--- src/rtl/hbram_burst_resp_if.sv ---
// Command, write-source, native memory and read-return signals of the HyperRAM burst responder.
// The responder uses the slave view; the command initiator, data source and memory model use the master view.
interface hbram_burst_resp_if #(
  parameter int DATA_WIDTH = 32
);
  logic                  ram_en;
  logic [31:0]           ram_addr;
  logic                  ram_rdwr;
  logic                  ram_idle;
  logic                  cmd_err;
  logic [DATA_WIDTH-1:0] src_data;
  logic                  src_valid;
  logic                  src_ready;
  logic                  mem_cmd_valid;
  logic                  mem_cmd_ready;
  logic                  mem_cmd_we;
  logic [31:0]           mem_cmd_addr;
  logic [DATA_WIDTH-1:0] mem_wdata;
  logic [DATA_WIDTH-1:0] mem_rdata;
  logic                  mem_rvalid;
  logic [DATA_WIDTH-1:0] rd_data;
  logic                  rd_valid;

  modport slave (
    input  ram_en, ram_addr, ram_rdwr,
    output ram_idle, cmd_err,
    input  src_data, src_valid,
    output src_ready,
    output mem_cmd_valid, mem_cmd_we, mem_cmd_addr, mem_wdata,
    input  mem_cmd_ready, mem_rdata, mem_rvalid,
    output rd_data, rd_valid
  );

  modport master (
    output ram_en, ram_addr, ram_rdwr,
    input  ram_idle, cmd_err,
    output src_data, src_valid,
    input  src_ready,
    input  mem_cmd_valid, mem_cmd_we, mem_cmd_addr, mem_wdata,
    output mem_cmd_ready, mem_rdata, mem_rvalid,
    input  rd_data, rd_valid
  );
endinterface

--- src/rtl/hbram_burst_resp.sv ---
// Accepts one burst command and replays it as BURST_LEN single-beat native memory transfers,
// one outstanding at a time; ram_idle is low from acceptance until the burst has drained.
module hbram_burst_resp #(
  parameter int DATA_WIDTH = 32,
  parameter int BURST_LEN  = 16,
  parameter int CNT_WIDTH  = 16
) (
  input  logic               clock,
  input  logic               reset,
  input  logic               hbc_cal_pass,
  hbram_burst_resp_if.slave  bus
);

  localparam logic [2:0] INIT     = 3'd0;
  localparam logic [2:0] IDLE     = 3'd1;
  localparam logic [2:0] WR_FETCH = 3'd2;
  localparam logic [2:0] WR_CMD   = 3'd3;
  localparam logic [2:0] RD_CMD   = 3'd4;
  localparam logic [2:0] RD_WAIT  = 3'd5;
  localparam logic [2:0] DONE     = 3'd6;

  localparam logic [30:0]          BEAT_BYTES = 31'(DATA_WIDTH / 8);
  localparam logic [CNT_WIDTH-1:0] LAST_BEAT  = CNT_WIDTH'(BURST_LEN);

  logic [2:0]            state_reg;
  logic [CNT_WIDTH-1:0]  beat_cnt_reg;
  logic [30:0]           base_reg;

  logic                  ram_idle_reg;
  logic                  cmd_err_reg;
  logic                  src_ready_reg;
  logic                  mem_cmd_valid_reg;
  logic                  mem_cmd_we_reg;
  logic [31:0]           mem_cmd_addr_reg;
  logic [DATA_WIDTH-1:0] mem_wdata_reg;
  logic [DATA_WIDTH-1:0] rd_data_reg;
  logic                  rd_valid_reg;

  logic [CNT_WIDTH-1:0]  beat_cnt_inc;
  logic [31:0]           addr_cur;
  logic [31:0]           addr_inc;
  logic                  cmd_accept;

  // Beat addresses wrap inside 31 bits; bit 31 is the invalid marker and never leaves the block.
  always_comb begin
    beat_cnt_inc = beat_cnt_reg + CNT_WIDTH'(1);
    addr_cur     = {1'b0, base_reg + 31'(beat_cnt_reg) * BEAT_BYTES};
    addr_inc     = {1'b0, base_reg + 31'(beat_cnt_inc) * BEAT_BYTES};
    cmd_accept   = bus.ram_en && !bus.ram_addr[31] && (state_reg == IDLE);
  end

  always_ff @(posedge clock) begin
    if (reset) begin
      state_reg         <= INIT;
      beat_cnt_reg      <= '0;
      base_reg          <= '0;
      ram_idle_reg      <= 1'b0;
      cmd_err_reg       <= 1'b0;
      src_ready_reg     <= 1'b0;
      mem_cmd_valid_reg <= 1'b0;
      mem_cmd_we_reg    <= 1'b0;
      mem_cmd_addr_reg  <= '0;
      mem_wdata_reg     <= '0;
      rd_data_reg       <= '0;
      rd_valid_reg      <= 1'b0;
    end else begin
      // Any strobe that is not an accepted command is reported and dropped, never queued.
      cmd_err_reg  <= bus.ram_en && !cmd_accept;
      rd_valid_reg <= 1'b0;

      case (state_reg)
        INIT: begin
          ram_idle_reg <= 1'b0;
          if (hbc_cal_pass) begin
            state_reg    <= IDLE;
            ram_idle_reg <= 1'b1;
          end
        end

        IDLE: begin
          if (cmd_accept) begin
            base_reg     <= bus.ram_addr[30:0];
            beat_cnt_reg <= '0;
            ram_idle_reg <= 1'b0;
            if (bus.ram_rdwr) begin
              state_reg         <= RD_CMD;
              mem_cmd_valid_reg <= 1'b1;
              mem_cmd_we_reg    <= 1'b0;
              mem_cmd_addr_reg  <= {1'b0, bus.ram_addr[30:0]};
            end else begin
              state_reg     <= WR_FETCH;
              src_ready_reg <= 1'b1;
            end
          end
        end

        WR_FETCH: begin
          if (bus.src_valid && src_ready_reg) begin
            src_ready_reg     <= 1'b0;
            mem_wdata_reg     <= bus.src_data;
            mem_cmd_valid_reg <= 1'b1;
            mem_cmd_we_reg    <= 1'b1;
            mem_cmd_addr_reg  <= addr_cur;
            state_reg         <= WR_CMD;
          end
        end

        WR_CMD: begin
          if (mem_cmd_valid_reg && bus.mem_cmd_ready) begin
            mem_cmd_valid_reg <= 1'b0;
            beat_cnt_reg      <= beat_cnt_inc;
            if (beat_cnt_inc == LAST_BEAT) begin
              state_reg <= DONE;
            end else begin
              state_reg     <= WR_FETCH;
              src_ready_reg <= 1'b1;
            end
          end
        end

        RD_CMD: begin
          if (mem_cmd_valid_reg && bus.mem_cmd_ready) begin
            mem_cmd_valid_reg <= 1'b0;
            state_reg         <= RD_WAIT;
          end
        end

        RD_WAIT: begin
          if (bus.mem_rvalid) begin
            rd_data_reg  <= bus.mem_rdata;
            rd_valid_reg <= 1'b1;
            beat_cnt_reg <= beat_cnt_inc;
            if (beat_cnt_inc == LAST_BEAT) begin
              state_reg <= DONE;
            end else begin
              state_reg         <= RD_CMD;
              mem_cmd_valid_reg <= 1'b1;
              mem_cmd_we_reg    <= 1'b0;
              mem_cmd_addr_reg  <= addr_inc;
            end
          end
        end

        DONE: begin
          state_reg    <= IDLE;
          ram_idle_reg <= 1'b1;
        end

        default: begin
          state_reg    <= INIT;
          ram_idle_reg <= 1'b0;
        end
      endcase
    end
  end

  assign bus.ram_idle      = ram_idle_reg;
  assign bus.cmd_err       = cmd_err_reg;
  assign bus.src_ready     = src_ready_reg;
  assign bus.mem_cmd_valid = mem_cmd_valid_reg;
  assign bus.mem_cmd_we    = mem_cmd_we_reg;
  assign bus.mem_cmd_addr  = mem_cmd_addr_reg;
  assign bus.mem_wdata     = mem_wdata_reg;
  assign bus.rd_data       = rd_data_reg;
  assign bus.rd_valid      = rd_valid_reg;

endmodule

--- src/flat_wrapper.sv ---
// flat-port wrapper written by rule: the top's interface ports become plain ports
module hbram_burst_resp_flat 
#(
  parameter int DATA_WIDTH = 32,
  parameter int BURST_LEN  = 16,
  parameter int CNT_WIDTH  = 16
)
  (clock, reset, hbc_cal_pass, bus_ram_en, bus_ram_addr, bus_ram_rdwr, bus_ram_idle, bus_cmd_err, bus_src_data, bus_src_valid, bus_src_ready, bus_mem_cmd_valid, bus_mem_cmd_we, bus_mem_cmd_addr, bus_mem_wdata, bus_mem_cmd_ready, bus_mem_rdata, bus_mem_rvalid, bus_rd_data, bus_rd_valid);
  hbram_burst_resp_if #(.DATA_WIDTH(DATA_WIDTH)) bus_i ();
  input  logic clock;
  input  logic reset;
  input  logic hbc_cal_pass;
  input wire logic [$bits(bus_i.ram_en)-1:0] bus_ram_en;
  input wire logic [$bits(bus_i.ram_addr)-1:0] bus_ram_addr;
  input wire logic [$bits(bus_i.ram_rdwr)-1:0] bus_ram_rdwr;
  output wire logic [$bits(bus_i.ram_idle)-1:0] bus_ram_idle;
  output wire logic [$bits(bus_i.cmd_err)-1:0] bus_cmd_err;
  input wire logic [$bits(bus_i.src_data)-1:0] bus_src_data;
  input wire logic [$bits(bus_i.src_valid)-1:0] bus_src_valid;
  output wire logic [$bits(bus_i.src_ready)-1:0] bus_src_ready;
  output wire logic [$bits(bus_i.mem_cmd_valid)-1:0] bus_mem_cmd_valid;
  output wire logic [$bits(bus_i.mem_cmd_we)-1:0] bus_mem_cmd_we;
  output wire logic [$bits(bus_i.mem_cmd_addr)-1:0] bus_mem_cmd_addr;
  output wire logic [$bits(bus_i.mem_wdata)-1:0] bus_mem_wdata;
  input wire logic [$bits(bus_i.mem_cmd_ready)-1:0] bus_mem_cmd_ready;
  input wire logic [$bits(bus_i.mem_rdata)-1:0] bus_mem_rdata;
  input wire logic [$bits(bus_i.mem_rvalid)-1:0] bus_mem_rvalid;
  output wire logic [$bits(bus_i.rd_data)-1:0] bus_rd_data;
  output wire logic [$bits(bus_i.rd_valid)-1:0] bus_rd_valid;
  assign bus_i.ram_en = bus_ram_en;
  assign bus_i.ram_addr = bus_ram_addr;
  assign bus_i.ram_rdwr = bus_ram_rdwr;
  assign bus_ram_idle = bus_i.ram_idle;
  assign bus_cmd_err = bus_i.cmd_err;
  assign bus_i.src_data = bus_src_data;
  assign bus_i.src_valid = bus_src_valid;
  assign bus_src_ready = bus_i.src_ready;
  assign bus_mem_cmd_valid = bus_i.mem_cmd_valid;
  assign bus_mem_cmd_we = bus_i.mem_cmd_we;
  assign bus_mem_cmd_addr = bus_i.mem_cmd_addr;
  assign bus_mem_wdata = bus_i.mem_wdata;
  assign bus_i.mem_cmd_ready = bus_mem_cmd_ready;
  assign bus_i.mem_rdata = bus_mem_rdata;
  assign bus_i.mem_rvalid = bus_mem_rvalid;
  assign bus_rd_data = bus_i.rd_data;
  assign bus_rd_valid = bus_i.rd_valid;
  hbram_burst_resp #(.DATA_WIDTH(DATA_WIDTH), .BURST_LEN(BURST_LEN), .CNT_WIDTH(CNT_WIDTH)) u_core (.clock(clock), .reset(reset), .hbc_cal_pass(hbc_cal_pass), .bus(bus_i));
endmodule
--- config.mk ---
export PLATFORM = sky130hd
export DESIGN_NAME = hbram_burst_resp_flat
export DESIGN_NICKNAME = d
export VERILOG_FILES = /design/src/rtl/hbram_burst_resp_if.sv /design/src/rtl/hbram_burst_resp.sv /design/src/flat_wrapper.sv
export SDC_FILE = /design/constraint.sdc
export NUM_CORES = 1
export LEC_CHECK = 0
export ABC_CLOCK_PERIOD_IN_PS = 4000
export CAP_MARGIN = 20
export CORE_MARGIN = 2
export CORE_UTILIZATION = 49
export DETAILED_ROUTE_END_ITERATION = 10
export GPL_TIMING_DRIVEN = 0
export PLACE_DENSITY = 0.81
export SETUP_SLACK_MARGIN = 0.05
export SLEW_MARGIN = 25
export SYNTH_ARGS = -nofsm -noshare
export SYNTH_HDL_FRONTEND = slang
export SYNTH_SLANG_ARGS = --single-unit
--- constraint.sdc ---
create_clock -name clock -period 4 [get_ports clock]
set_input_delay 0.6 -clock clock [delete_from_list [all_inputs] [get_ports clock]]
set_output_delay 0.6 -clock clock [all_outputs]
set_load 0.03 [all_outputs]
==> metrics.txt, run 1 <==
Final Cell Area=0.0108 mm²; Net Count, Synth=1142; hold path start=u_core.bus.rd_data[16]; ant diodes=0; placed cells=1438; GPL Wtd Cong=0.945; synthesized netlist cell count=1019; clock sink count=151; fmax=0.265 GHz; endpoint class of the critical path=flop; number of stages on the worst hold path=2; slew of the pin with the lowest slew margin=801 ps; row count=46; vias in the first global route=7711; ys flop type=dfxtp_1; Fill cells=1271; worst r2r dst=u_core.bus.mem_cmd_addr[26]; CTS root buf=clkbuf_16; Max Cap Violations=0; mapped cell area=0.00778 mm²; r2r worst-path depth=15; Clk pin slew, worst setup/hold paths=70 ps; post-layout util=0.687; Worst EP required=4310 ps; Leak Pwr=3.84 nW; Core Area=0.0157 mm²; FFs w/ async S/R, synth=0; syn_area_per_cell=7.63 µm²; Post-Route WL=25.5 mm; final setup fails=0; final worst path period share=0.945; top cell type by total area after synthesis=dfxtp_1; gr ovfl total=0; Residual DRC=0; sequential area share after synthesis=0.389; hold-critical path endpoint=u_core.bus.rd_data[16]; Worst Path Arrival=4090 ps; Clock Latency Late Sink=440 ps; Die ar.=0.0169 mm²; final max-slew violation count=0; #FFs+latches synth=151; WL/cell=17.2 µm; CTS buffer count=17; Layout Skew=12.7 ps; IO buf count=203; CTS tree=done; pre-CTS WS=-265 ps; R2R Path Start=u_core.beat_cnt_reg[8]; final hold vios=0; first-pass GRT wire length=38.9 mm; Worst Setup Start Kind=flop; hold buffer count at CTS=0; starting density of the core=0.495; fin cells=1479; R2R Setup Slk=220 ps; Initial DRC Count=965; H-tree Lvls=4; GRT Util Overall=0.293; commonest cells in the netlist=nand2_1 (251), dfxtp_1 (151), a21oi_1 (149); status=complete, no violations; share of cells above drive strength 1=0.0887; Post-DP HPWL=18.4 mm; initial antenna violation count=0; EDFF count, synth=0; Die Y=130 µm; unrepaired setup endpoints after global routing=no; Yosys warning count=0; Die Width=130 µm; Netlist cell types=73; vias post-DR=8401; fin nets=1373; Peak VDD IR=321 µV; Worst Path Max Fanout=10; Synth top area share=0.389; DRT Pass-1 Iters=5; num ports=206; ranking of synthesized cells by area=dfxtp_1 (39%), nand2_1 (12%), a21oi_1 (9.6%); pwr dens=369 mW/mm²; final critical-path required period=3780 ps; Min-Delay Path Class=reg2reg; clock tree buffer depth=2; relative slew slack=0.466; placed cell areas=0.0101 mm²; fin worst setup slack=221 ps; Routed Antenna Nets=0; mean number of vias per cell=5.68; Final Power=3.99 mW; area delta synth->final=38.8%; CP Class=reg2reg; most frequent cell after synthesis=nand2_1; largest net degree at the start of global routing=17
final cells by class:
cell class / count / area, µm² / share of cell area
clock inverters: 14 / 133 / 0.0123
repair buffers: 212 / 2100 / 0.194
plain buffers: 75 / 347 / 0.0321
flip-flops and latches: 151 / 3030 / 0.280
inverters: 10 / 37.5 / 0.00348
clock buffers: 18 / 439 / 0.0407
multi-input cells: 783 / 4450 / 0.412
well taps: 216 / 270 / 0.0250
logic make-up (layout without fill, tap and decap cells):
kind of cell	count (synthesis)	in the layout	share of synthesized area
simple gates	452	452	0.261
compound gates	277	277	0.230
buf+inv	85	329	0.0479
xor+xnor	29	29	0.0336
flops	151	151	0.389
fa+ha+maj	19	19	0.0315
mux	5	5	0.00659
other cells	1	1	0.000482
critical path: stages, from the launching register on:
cell,delay (ps)
dfxtp_1,310
buf_2,200
nand4_1,240
nor4_4,320
nand3_1,180
nor2_1,170
xor2_1,240
ha_1,320
or2_2,280
clkbuf_1,180
o31a_1,150
and2_1,180
buf_2,190
a311oi_1,290
a21oi_1,100
o41ai_2,320
worst max path at each step:
stage	endpoint	slack, ps	from
after global routing	u_core.bus.mem_cmd_addr[30]	50	u_core.beat_cnt_reg[5]
after floorplan	u_core.bus.mem_cmd_addr[19]	520	u_core.state_reg[0]
after detailed placement	u_core.bus.mem_cmd_addr[19]	-270	u_core.state_reg[0]
after CTS	u_core.bus.mem_cmd_addr[30]	60	u_core.beat_cnt_reg[8]
final	u_core.bus.mem_cmd_addr[26]	220	u_core.beat_cnt_reg[8]
after global placement	u_core.bus.mem_cmd_addr[19]	-210	u_core.state_reg[0]
power by group:
group / internal, mW / switching, mW
Sequential: 1.57 / 0.0458
Clock: 0.840 / 0.748
Combinational: 0.322 / 0.461
through the flow:
stage / TNS (ps) / hold WS [ps]
floorplan: 0 / 437
global placement: -1130 / 440
detailed placement: -1890 / 445
CTS: 0 / 455
global route: 0 / 470
finish: 0 / 453
placed cells by master (no fill, tap or decap), types with 8 or more instances in the layout:
master and instances:
nand2b_1 10, clkdlybuf4s50_1 203, xor2_1 10, or3_1 13
nand4_1 10, a211o_1 8, nand2_1 247, nand3_1 22
nor3_1 20, clkbuf_16 17, clkbuf_1 47, inv_1 10
buf_2 16, and3_1 12, o21ai_0 28, xnor2_1 16
a211oi_1 15, buf_4 12, a21oi_1 149, nor2_1 74
a31oi_1 10, ha_1 17, dfxtp_1 149
metal layers:
layer	track usage	part of all wire	wire length [µm]
met5	0	0	0
met4	0.113	0.030	770
met3	0.0861	0.089	2270
met2	0.476	0.47	11900
met1	0.368	0.41	10500
repair_timing:
action / in CTS / in global routing
pin swaps: 1 / 5
hold endpoints to repair: 0 / 0
gates cloned: 0 / 0
endpoints found under the setup margin: 16 / 16
resized for setup: 5 / 23
setup buffers: 2 / 7
Power figures use the tool's default switching activity.
==> run 2, diff against run 1 <==
--- a/config.mk
+++ b/config.mk
@@ -5,13 +5,13 @@
 export SDC_FILE = /design/constraint.sdc
 export NUM_CORES = 1
 export LEC_CHECK = 0
-export ABC_CLOCK_PERIOD_IN_PS = 4000
+export ABC_CLOCK_PERIOD_IN_PS = 4450
 export CAP_MARGIN = 20
 export CORE_MARGIN = 2
-export CORE_UTILIZATION = 49
+export CORE_UTILIZATION = 53
 export DETAILED_ROUTE_END_ITERATION = 10
 export GPL_TIMING_DRIVEN = 0
-export PLACE_DENSITY = 0.81
+export PLACE_DENSITY = 0.92
 export SETUP_SLACK_MARGIN = 0.05
 export SLEW_MARGIN = 25
 export SYNTH_ARGS = -nofsm -noshare
==> constraint.sdc (replaced) <==
create_clock -name clock -period 4.45 [get_ports clock]
set_input_delay 0.6675 -clock clock [delete_from_list [all_inputs] [get_ports clock]]
set_output_delay 0.6675 -clock clock [all_outputs]
set_load 0.03 [all_outputs]
==> metrics.txt, run 2 (synthesized netlist as in run 1, its figures left out) <==
R2R Setup Slk=350 ps; clock tree buffer depth=2; Max Cap Violations=0; status=complete, no violations; Die Width=125 µm; area delta synth->final=37.0%; clock sink count=151; Post-DP HPWL=18.7 mm; final critical-path required period=4100 ps; starting density of the core=0.539; worst r2r dst=u_core.bus.mem_cmd_addr[29]; Clock Latency Late Sink=440 ps; setup TNS=0 ps; Residual DRC=0; Fill cells=1045; initial antenna violation count=0; worst-path cell chain=nand4_2 > nor2_2 > nand3_1 > nor2_1 > nand2_1 > xnor2_1 > ha_1 > a21oi_1 > o211ai_1 > nand2_1 > a2111oi_2 > xnor2_1 > a211o_1 > a21oi_1; Crit. Startpoint=u_core.beat_cnt_reg[2]; unrepaired setup endpoints after global routing=no; ant diodes=0; critical-path cell with the highest stage delay=dfxtp_1; num ports=206; final setup fails=0; Routed Antenna Nets=0; first-pass GRT wire length=41.4 mm; CTS root buf=clkbuf_16; Min-Delay Path Class=reg2reg; share of cells above drive strength 1=0.0709; largest net degree at the start of global routing=17; fin worst setup slack=349 ps; Layout Skew=11.2 ps; crit path buf inv count=0; pre-CTS WS=229 ps; endpoint class of the critical path=flop; final hold vios=0; Worst Path Arrival=4470 ps; Clk pin slew, worst setup/hold paths=60 ps; gr ovfl total=0; Levels on crit path=14; final max-slew violation count=0; most frequent cells in the layout=nand2_1 (251), clkdlybuf4s50_1 (203), dfxtp_1 (151); final worst path period share=0.922; vias in the first global route=8225; CTS tree=done; slew of the pin with the lowest slew margin=758 ps; Die ar.=0.0157 mm²; r2r worst-path depth=14; Initial DRC Count=1114; max incr delay on CP=500 ps; Peak VDD IR=277 µV; fmax=0.244 GHz; Die Y=125 µm; Leak Pwr=3.78 nW; relative slew slack=0.494; CTS buffer count=17; Worst Path Max Fanout=8; WL/cell=18.3 µm; fin nets=1366; R2R Path Start=u_core.beat_cnt_reg[2]; H-tree Lvls=4; critical path capture point=u_core.bus.mem_cmd_addr[29]; mean number of vias per cell=6.00; CP top delay family=simple AND/OR/NAND/NOR gates; GPL Wtd Cong=0.980; Worst Setup Start Kind=flop; Core Area=0.0144 mm²; IO buf count=203; Worst EP required=4820 ps; DRT Pass-1 Iters=6; vias post-DR=8638; Post-Route WL=26.3 mm; row count=44; most common cell after layout, fill and taps aside=nand2_1; GRT Util Overall=0.325; CP Class=reg2reg; pwr dens=341 mW/mm²
## run 2: cell type report
| cell class | instances | area [µm²] | share of cell area |
|---|---|---|---|
| plain buffers | 75 | 337 | 0.0316 |
| clock buffers | 18 | 429 | 0.0403 |
| clock inverters | 14 | 163 | 0.0153 |
| inverters | 10 | 37.5 | 0.00352 |
| multi-input cells | 783 | 4390 | 0.412 |
| flip-flops and latches | 151 | 3020 | 0.284 |
| well taps | 184 | 230 | 0.0216 |
| repair buffers | 205 | 2050 | 0.192 |
## run 2: how the worst min path moves through the flow
| stage | startpoint | to | slack [ps] | depth (start not counted) |
|---|---|---|---|---|
| floorplan | u_core.base_reg[0] | u_core.base_reg[0] | 440 | 2 |
| global placement | u_core.bus.mem_wdata[17] | u_core.bus.mem_wdata[17] | 440 | 2 |
| detailed placement | u_core.bus.mem_cmd_addr[25] | u_core.bus.mem_cmd_addr[25] | 450 | 2 |
| CTS | u_core.bus.mem_cmd_addr[25] | u_core.bus.mem_cmd_addr[25] | 450 | 2 |
| global route | u_core.bus.mem_wdata[1] | u_core.bus.mem_wdata[1] | 470 | 2 |
| finish | u_core.bus.mem_wdata[19] | u_core.bus.mem_wdata[19] | 450 | 2 |
## run 2: power breakdown
| part | switching, mW | internal [mW] | total, mW | leakage, nW |
|---|---|---|---|---|
| clock | 0.631 | 0.841 | 1.47 | 0.289 |
| sequential | 0.0417 | 1.41 | 1.46 | 1.22 |
| combinational | 0.419 | 0.287 | 0.706 | 2.27 |
## run 2: worst reg2reg max path, stage by stage, from the launching register on
cell	delay (ps)
dfxtp_1	500
nand4_2	290
nor2_2	310
nand3_1	190
nor2_1	250
nand2_1	100
xnor2_1	210
ha_1	280
a21oi_1	110
o211ai_1	450
nand2_1	320
a2111oi_2	450
xnor2_1	120
a211o_1	320
a21oi_1	120
## run 2: stage by stage
stage | hold slack [ps] | power [mW] | instances | cell area (µm²) | util
floorplan | 437 | 1.87 | 1019 | 7780 | -
global placement | 441 | 2.15 | 1406 | 10000 | 0.696
detailed placement | 446 | 2.17 | 1406 | 10000 | 0.696
CTS | 454 | 3.62 | 1438 | 10600 | 0.737
global route | 475 | 3.75 | 1440 | 10700 | 0.739
finish | 454 | 3.63 | 1440 | 10700 | 0.739
## run 2: timing repair
action	CTS	global route
gates resized for setup	0	4
endpoints found under the setup margin	0	10
endpoints found under the hold margin	0	0
hold buffers	0	0
setup buffers	0	2
## run 2: layer usage
layer,GRT usage,share of wire,up-vias
li1,-,-,4010
met1,0.401,0.40,4021
met2,0.535,0.47,507
met3,0.0813,0.090,100
met4,0.150,0.043,0
met5,0,0,-
